--- src/rtl/booth_r4_mult.sv ---
// Radix-4 Booth sequential signed multiplier.
// Each CALC cycle retires two multiplier bits, so a WIDTH x WIDTH product
// takes WIDTH/2 iterations. The accumulator is WIDTH+2 bits wide so that
// +/-2M and the most negative operands never overflow.
module booth_r4_mult #(
  parameter int WIDTH = 8
) (
  input  logic                 clk,
  input  logic                 rst,
  input  logic                 start,
  input  logic [WIDTH-1:0]     multiplicand,
  input  logic [WIDTH-1:0]     multiplier,
  output logic                 busy,
  output logic                 done,
  output logic [2*WIDTH-1:0]   product,
  output logic [3:0]           count
);

  localparam logic [3:0] HALF = 4'(WIDTH / 2);

  typedef enum logic [1:0] {
    S_IDLE,
    S_CALC,
    S_DONE
  } state_t;

  state_t               r_state;
  state_t               w_next;
  logic                 w_accept;
  logic                 w_step;

  logic [WIDTH+1:0]     r_a;
  logic [WIDTH-1:0]     r_q;
  logic [WIDTH-1:0]     r_m;
  logic                 r_qm1;
  logic [3:0]           r_count;
  logic [2*WIDTH-1:0]   r_product;

  logic [WIDTH+1:0]     w_m_ext;
  logic [WIDTH+1:0]     w_m2_ext;
  logic [WIDTH+1:0]     w_addend;
  logic [WIDTH+1:0]     w_sum;
  logic [2*WIDTH+2:0]   w_cat;
  logic [2*WIDTH+2:0]   w_shr;
  logic [WIDTH+1:0]     w_a_nxt;
  logic [WIDTH-1:0]     w_q_nxt;
  logic                 w_qm1_nxt;

  // State register.
  always_ff @(posedge clk) begin
    if (rst) r_state <= S_IDLE;
    else     r_state <= w_next;
  end

  // Next-state and status outputs.
  always_comb begin
    w_next   = r_state;
    w_accept = 1'b0;
    w_step   = 1'b0;
    busy     = 1'b0;
    done     = 1'b0;
    case (r_state)
      S_IDLE: begin
        if (start) begin
          w_accept = 1'b1;
          w_next   = S_CALC;
        end
      end
      S_CALC: begin
        busy   = 1'b1;
        w_step = 1'b1;
        if (r_count == 4'd1) w_next = S_DONE;
      end
      S_DONE: begin
        busy   = 1'b1;
        done   = 1'b1;
        w_next = S_IDLE;
      end
      default: w_next = S_IDLE;
    endcase
  end

  assign w_m_ext  = {{2{r_m[WIDTH-1]}}, r_m};
  assign w_m2_ext = {w_m_ext[WIDTH:0], 1'b0};

  // Booth recoding of {Q[1],Q[0],q_-1} into the accumulator addend.
  always_comb begin
    w_addend = '0;
    case ({r_q[1:0], r_qm1})
      3'b001, 3'b010: w_addend = w_m_ext;
      3'b011:         w_addend = w_m2_ext;
      3'b100:         w_addend = -w_m2_ext;
      3'b101, 3'b110: w_addend = -w_m_ext;
      default:        w_addend = '0;
    endcase
  end

  // Add, then arithmetic shift right by 2 over the whole {A,Q,q_-1} chain.
  assign w_sum     = r_a + w_addend;
  assign w_cat     = {w_sum, r_q, r_qm1};
  assign w_shr     = {{2{w_cat[2*WIDTH+2]}}, w_cat[2*WIDTH+2:2]};
  assign w_a_nxt   = w_shr[2*WIDTH+2:WIDTH+1];
  assign w_q_nxt   = w_shr[WIDTH:1];
  assign w_qm1_nxt = w_shr[0];

  // Datapath: operand capture, iteration, and result load on the last step.
  always_ff @(posedge clk) begin
    if (rst) begin
      r_a       <= '0;
      r_q       <= '0;
      r_m       <= '0;
      r_qm1     <= 1'b0;
      r_count   <= '0;
      r_product <= '0;
    end else if (w_accept) begin
      r_m       <= multiplicand;
      r_q       <= multiplier;
      r_a       <= '0;
      r_qm1     <= 1'b0;
      r_count   <= HALF;
      r_product <= '0;
    end else if (w_step) begin
      r_a   <= w_a_nxt;
      r_q   <= w_q_nxt;
      r_qm1 <= w_qm1_nxt;
      if (r_count != 4'd0) r_count <= r_count - 4'd1;
      if (r_count == 4'd1) r_product <= {w_a_nxt[WIDTH-1:0], w_q_nxt};
    end
  end

  assign product = r_product;
  assign count   = r_count;

endmodule
--- config.mk ---
export PLATFORM = sky130hd
export DESIGN_NAME = booth_r4_mult
export DESIGN_NICKNAME = d
export VERILOG_FILES = /design/src/rtl/booth_r4_mult.sv
export SDC_FILE = /design/constraint.sdc
export NUM_CORES = 1
export LEC_CHECK = 0
export ABC_AREA = 1
export ABC_CLOCK_PERIOD_IN_PS = 6900
export BUFFER_PORTS_ARGS = -buffer_cell sky130_fd_sc_hd__buf_4
export CORE_AREA = 2 2 72 74
export CTS_BUF_LIST = sky130_fd_sc_hd__clkbuf_16
export CTS_CLUSTER_SIZE = 20
export DETAILED_ROUTE_END_ITERATION = 16
export DIE_AREA = 0 0 74 76
export GPL_TIMING_DRIVEN = 0
export HOLD_SLACK_MARGIN = 0.05
export PLACE_DENSITY = 0.81
export SLEW_MARGIN = 5
export SYNTH_ARGS = -nofsm -noshare
export SYNTH_HDL_FRONTEND = slang
export SYNTH_SLANG_ARGS = --single-unit
--- constraint.sdc ---
create_clock -name clk -period 6.9 [get_ports clk]
set_input_delay 0.69 -clock clk [delete_from_list [all_inputs] [get_ports clk]]
set_output_delay 0.69 -clock clk [all_outputs]
set_load 0.05 [all_outputs]
==> Word level (Yosys, flattened, before mapping) <==
Cells that the tools add are included.
{ "op_classes": {"addsub": 4, "eq_ne": 11, "n_mux": 14, "n_reduce_logical": 12} }
{ "ops": {"columns": ["operator", "n"], "rows": [
  ["$pmux 10 s4", 1],
  ["$neg 10->10", 2],
  ["$mux 8", 2],
  ["$add 10x10->10", 1],
  ["$eq 3x3->1 const B", 3],
  ["$mux 3", 3],
  ["$reduce_and 2->1", 4],
  ["$reduce_or 2->1", 4],
  ["$eq 3x2->1 const B", 2],
  ["$mux 1", 5],
  ["$eq 4x1->1 const B", 1],
  ["$mux 2", 2],
  ["$ne 2x2->1 const B", 2],
  ["$pmux 2 s2", 1],
  ["$reduce_bool 2->1", 2],
  ["$reduce_bool 4->1", 1],
  ["$sub 4x1->4 const B", 1],
  ["$eq 3x1->1 const B", 1],
  ["$eq 2x1->1 const B", 1],
  ["$eq 2x2->1 const B", 1],
  ["$logic_not 2->1", 1]
]} }
{ "word_totals": {"regBits": 47, "wordCells": 49} }

==> Depth between registers and ports, before layout <==
{ "depth": {"depth_word": 6, "ltp_mapped": 20, "ltp_nobuf": 20} }

==> Worst setup path before layout <==
Ideal clock, no wire load.
{ "synth_timing": {"path_type": "register to register", "from": "register r_m[1]", "to": "register r_product[15], in the netlist product[15]", "setup_time_ps": 109, "arrival_time_ps": 2178, "required_ps": 6791, "path_slack_ps": 4613, "path_stages_with_launch": 18, "n_path_buf": 0, "cell_sequence": "dfxtp_1 inv_1 ha_1 nand3_2 nor2_1 nand2_1 nand2_1 o22ai_1 a21oi_1 o21ai_1 ha_1 a21o_1 a21boi_0 nand3_2 nand3_2 nand3_1 nand2_1 inv_1"} }
{ "synth_between": {"elab_chain_len": 3, "elab_cells_between_ends": 4} }
{ "synth_lines": {"columns": ["item", "line_no", "rtl"], "rows": [
  ["start: declaration", "34", "logic [WIDTH-1:0] r_m;"],
  ["start signal: assignment", "116", "r_m <= multiplicand;"],
  ["$neg 10->10, on equally long branches", "93, 92", null],
  ["$pmux 10 s4 (*)", "89", "case ({r_q[1:0], r_qm1})"],
  ["$add 10x10->10 (*)", "99", "assign w_sum = r_a + w_addend;"],
  ["end signal: assignment", "127", "if (r_count == 4'd1) r_product <= {w_a_nxt[WIDTH-1:0], w_q_nxt};"],
  ["end: declaration", "37", "logic [2*WIDTH-1:0] r_product;"]
]} }
Mark *: on every way between the ends. The rest lies on a longest branch, timed or not.
A chain may end at the register's enable or synchronous reset.

==> Final worst setup path <==
Ends and elaborated chain as after synthesis.

==> impl_metrics.ini <==
[flow_run]
drv_cap = 0

[placement]
routabilityCongestion = 0.870
port_buffers = 39
dpl.hpwl_mm = 5.15
pre_cts_ws_ns = 4.32

[setup_path]
worstSetupStartpointType = register
crit_required_ns = 7.09
path_class = register to register
path_max_fanout = 6
critPathCaptureType = register
arrival_ns = 2.83

[cells_and_area]
layout.nets = 473
drive_gt1_share_pct = 19.5
diodes = 0
fill_cells = 419
syn_to_final_growth_pct = 20.4

[global_routing]
track_usage_pct = 25.3
grt_max_degree = 15
grt_pass1_vias = 2626
grt_pass1_wl_mm = 11.5
grt_antenna_before_repair = 0
overflow = 0

[route]
highest_layer = met4
via_per_inst = 5.44
drc = 0
drt_pass1_iterations = 4
vias = 2759
wl_mm = 6.92
wl_met2_mm = 3.54
drt_iter0_markers = 241
route.antenna.remaining_nets = 0
wl_per_cell_um = 13.6
drt-met1-wl_mm = 2.94
met3WireLength_um = 293

[synth]
yosys_warnings = 0
postSynthCellCount = 390
syn_area_sq_mm = 0.00279
syn_nets = 427
synth_seq_area_share_pct = 33.7
synth-seq-cells = 47
synth.avg_cell_area_sq_um = 7.16
synth_cell_types = 38

[pwr]
powerDensity_mw_per_mm2 = 397
total_power_mw = 1.34
leakage_nw = 1.63
peakVddDrop_mv = 0.186

[floorplan]
start_util_pct = 56.9
rows = 26
die_y_um = 76
ios = 41
die_w_um = 74
coreArea_sq_mm = 0.00491
die_area_sq_mm = 0.00562

[clocking]
cts-resized-gates = 0
clk_pin_slew_worst_paths_ns = 0.06
clock_tree.htree_level_count = 2
postCtsSetupBuffers = 0
cts_tree = done
worstSkewPairLatency_ns = 0.29
cts-buffers-inserted = 5
hold_buffers = 0
cts_root_buf = clkbuf_16
cts_sinks = 47
cts.path.max_buffers = 2

[sta]
fin_skew_ns = 0.00610
tightest_slew_ns = 0.496
slew_headroom_pct = 66.9
setup_tns_ns = 0
fin_ws_ns = 4.25
period_share_pct = 38.3
rsz0062_at_grt = false
drv_slew = 0
hold_viol_final = 0
finalSetupViolations = 0
fin_crit_ns = 2.65
whs_ns = 0.470
fmax_mhz = 378

[status]
outcome = completed

[worst_hold_path]
hold_path.class = register to register
==> registers in the layout, summed over array words and instances (netlist names) <==
signal / flops
r_q: 8
product: 16
r_qm1: 1
count: 4
r_a: 8
r_m: 8
r_state: 2
==> cell usage in the layout, fill, tap and decap left out, types with 2 or more instances in the layout <==
| master | Yosys | layout |
|---|---|---|
| nand2_1 | 79 | 79 |
| dfxtp_1 | 47 | 47 |
| inv_1 | 45 | 46 |
| buf_4 | 2 | 41 |
| a21oi_1 | 36 | 36 |
| nor2_1 | 27 | 27 |
| nand3_1 | 27 | 27 |
| o21ai_0 | 19 | 19 |
| ha_1 | 17 | 17 |
| inv_2 | 12 | 12 |
| nand3_2 | 7 | 7 |
| o211ai_1 | 7 | 7 |
| xor2_1 | 7 | 7 |
| buf_2 | 6 | 6 |
| a31oi_1 | 6 | 6 |
| nor2_2 | 5 | 5 |
| clkbuf_1 | 5 | 5 |
| clkbuf_16 | 0 | 5 |
| o21a_1 | 4 | 4 |
| o22ai_1 | 3 | 3 |
| o21ai_1 | 3 | 3 |
| nand4_1 | 3 | 3 |
| nand2_2 | 2 | 2 |
| o2111ai_1 | 2 | 2 |
| nand3b_1 | 2 | 2 |
| a21o_1 | 2 | 2 |
| or2_1 | 2 | 2 |
| o21bai_1 | 2 | 2 |
| bufinv_16 | 0 | 2 |
==> power breakdown <==
part           total [mW]  leakage, nW  switching, mW  internal (mW)
sequential          0.373        0.383         0.0477          0.325
combinational       0.652         1.15          0.433          0.219
clock               0.310       0.0952          0.104          0.206
total                1.34         1.63          0.585          0.751
==> worst paths after layout <==
check                           startpoint          end  slack [ns]  cells past startpoint
worst max register to register      r_m[1]  product[15]        4.25                     17
worst min register to register  product[7]   product[7]        0.47                      2
worst min-delay path            product[7]   product[7]        0.47                      2
worst max-delay path                r_m[1]  product[15]        4.25                     17
==> worst max-delay path, stage by stage, from the launching register on <==
cell and delay [ns]:
dfxtp_1 0.32, inv_1 0.13, ha_1 0.24, nand3_2 0.12
nor2_1 0.14, nand2_1 0.06, nand2_1 0.08, o22ai_1 0.07
a21oi_1 0.11, o21ai_1 0.09, ha_1 0.35, a21o_1 0.21
a21boi_0 0.20, nand3_2 0.13, nand3_2 0.10, nand3_1 0.09
nand2_1 0.07, inv_1 0.03
==> logic make-up (layout without fill, tap and decap cells) <==
| group | Yosys count | after routing | share of synthesized area [%] |
|---|---|---|---|
| AND/OR/NAND/NOR | 158 | 158 | 27.0 |
| AO/OA/AOI/OAI | 89 | 89 | 18.6 |
| buffers and inverters | 70 | 117 | 9.94 |
| flip-flops | 47 | 47 | 33.7 |
| adder cells (fa/ha/maj) | 18 | 18 | 8.33 |
| XOR/XNOR | 8 | 8 | 2.51 |
==> through the flow <==
step / std cells / cell area [sq um] / util [%]
floorplan: 390 / 2790 / -
global placement: 499 / 3170 / 64.6
detailed placement: 499 / 3170 / 64.6
CTS: 507 / 3360 / 68.5
global route: 507 / 3360 / 68.5
finish: 507 / 3360 / 68.5
==> synthesized netlist by cell type <==
cell type / instances / area share [%]
o21a_1: 4 / 1.1
o221ai_1: 1 / 0.31
nand3_1: 27 / 4.8
o21bai_1: 2 / 0.54
xnor2_1: 1 / 0.31
nor2_1: 27 / 3.6
nand4_1: 3 / 0.67
a31o_2: 1 / 0.31
a21o_1: 2 / 0.54
a31oi_1: 6 / 1.3
o21ai_0: 19 / 3.4
nand2_1: 79 / 11
o22ai_1: 3 / 0.67
a22oi_1: 1 / 0.27
dfxtp_1: 47 / 34
xor2_1: 7 / 2.2
o211ai_1: 7 / 1.9
nand2_2: 2 / 0.45
buf_4: 2 / 0.54
nor2_2: 5 / 1.1
nand3_2: 7 / 2.5
or2_1: 2 / 0.45
buf_2: 6 / 1.1
a21oi_1: 36 / 6.4
nand3_4: 1 / 0.63
nor2_8: 1 / 0.72
o2111ai_1: 2 / 0.63
nor2_4: 1 / 0.40
ha_1: 17 / 7.6
a221o_1: 1 / 0.36
o21ai_1: 3 / 0.54
inv_1: 45 / 6.0
inv_2: 12 / 1.6
clkbuf_1: 5 / 0.67
nand2_4: 1 / 0.40
fa_1: 1 / 0.72
nand3b_1: 2 / 0.54
a21boi_0: 1 / 0.27
==> cell type report <==
| type | instances | area, sq um | area share [%] |
|---|---|---|---|
| clock inverter | 3 | 63.8 | 1.90 |
| tap | 70 | 87.6 | 2.60 |
| clock buffer | 5 | 125 | 3.72 |
| timing repair buffer | 39 | 293 | 8.71 |
| sequential | 47 | 941 | 28.0 |
| multi-input combinational | 273 | 1580 | 46.8 |
| buffer | 13 | 63.8 | 1.90 |
| inverter | 57 | 214 | 6.36 |
==> metal layers <==
layer / vias up / global-route usage [%]
li1: 1374 / -
met1: 1300 / 31.3
met2: 68 / 43.7
met3: 17 / 4.23
met4: 0 / 8.55
met5: - / 0
Note: power is estimated with default switching activity, not from simulation.
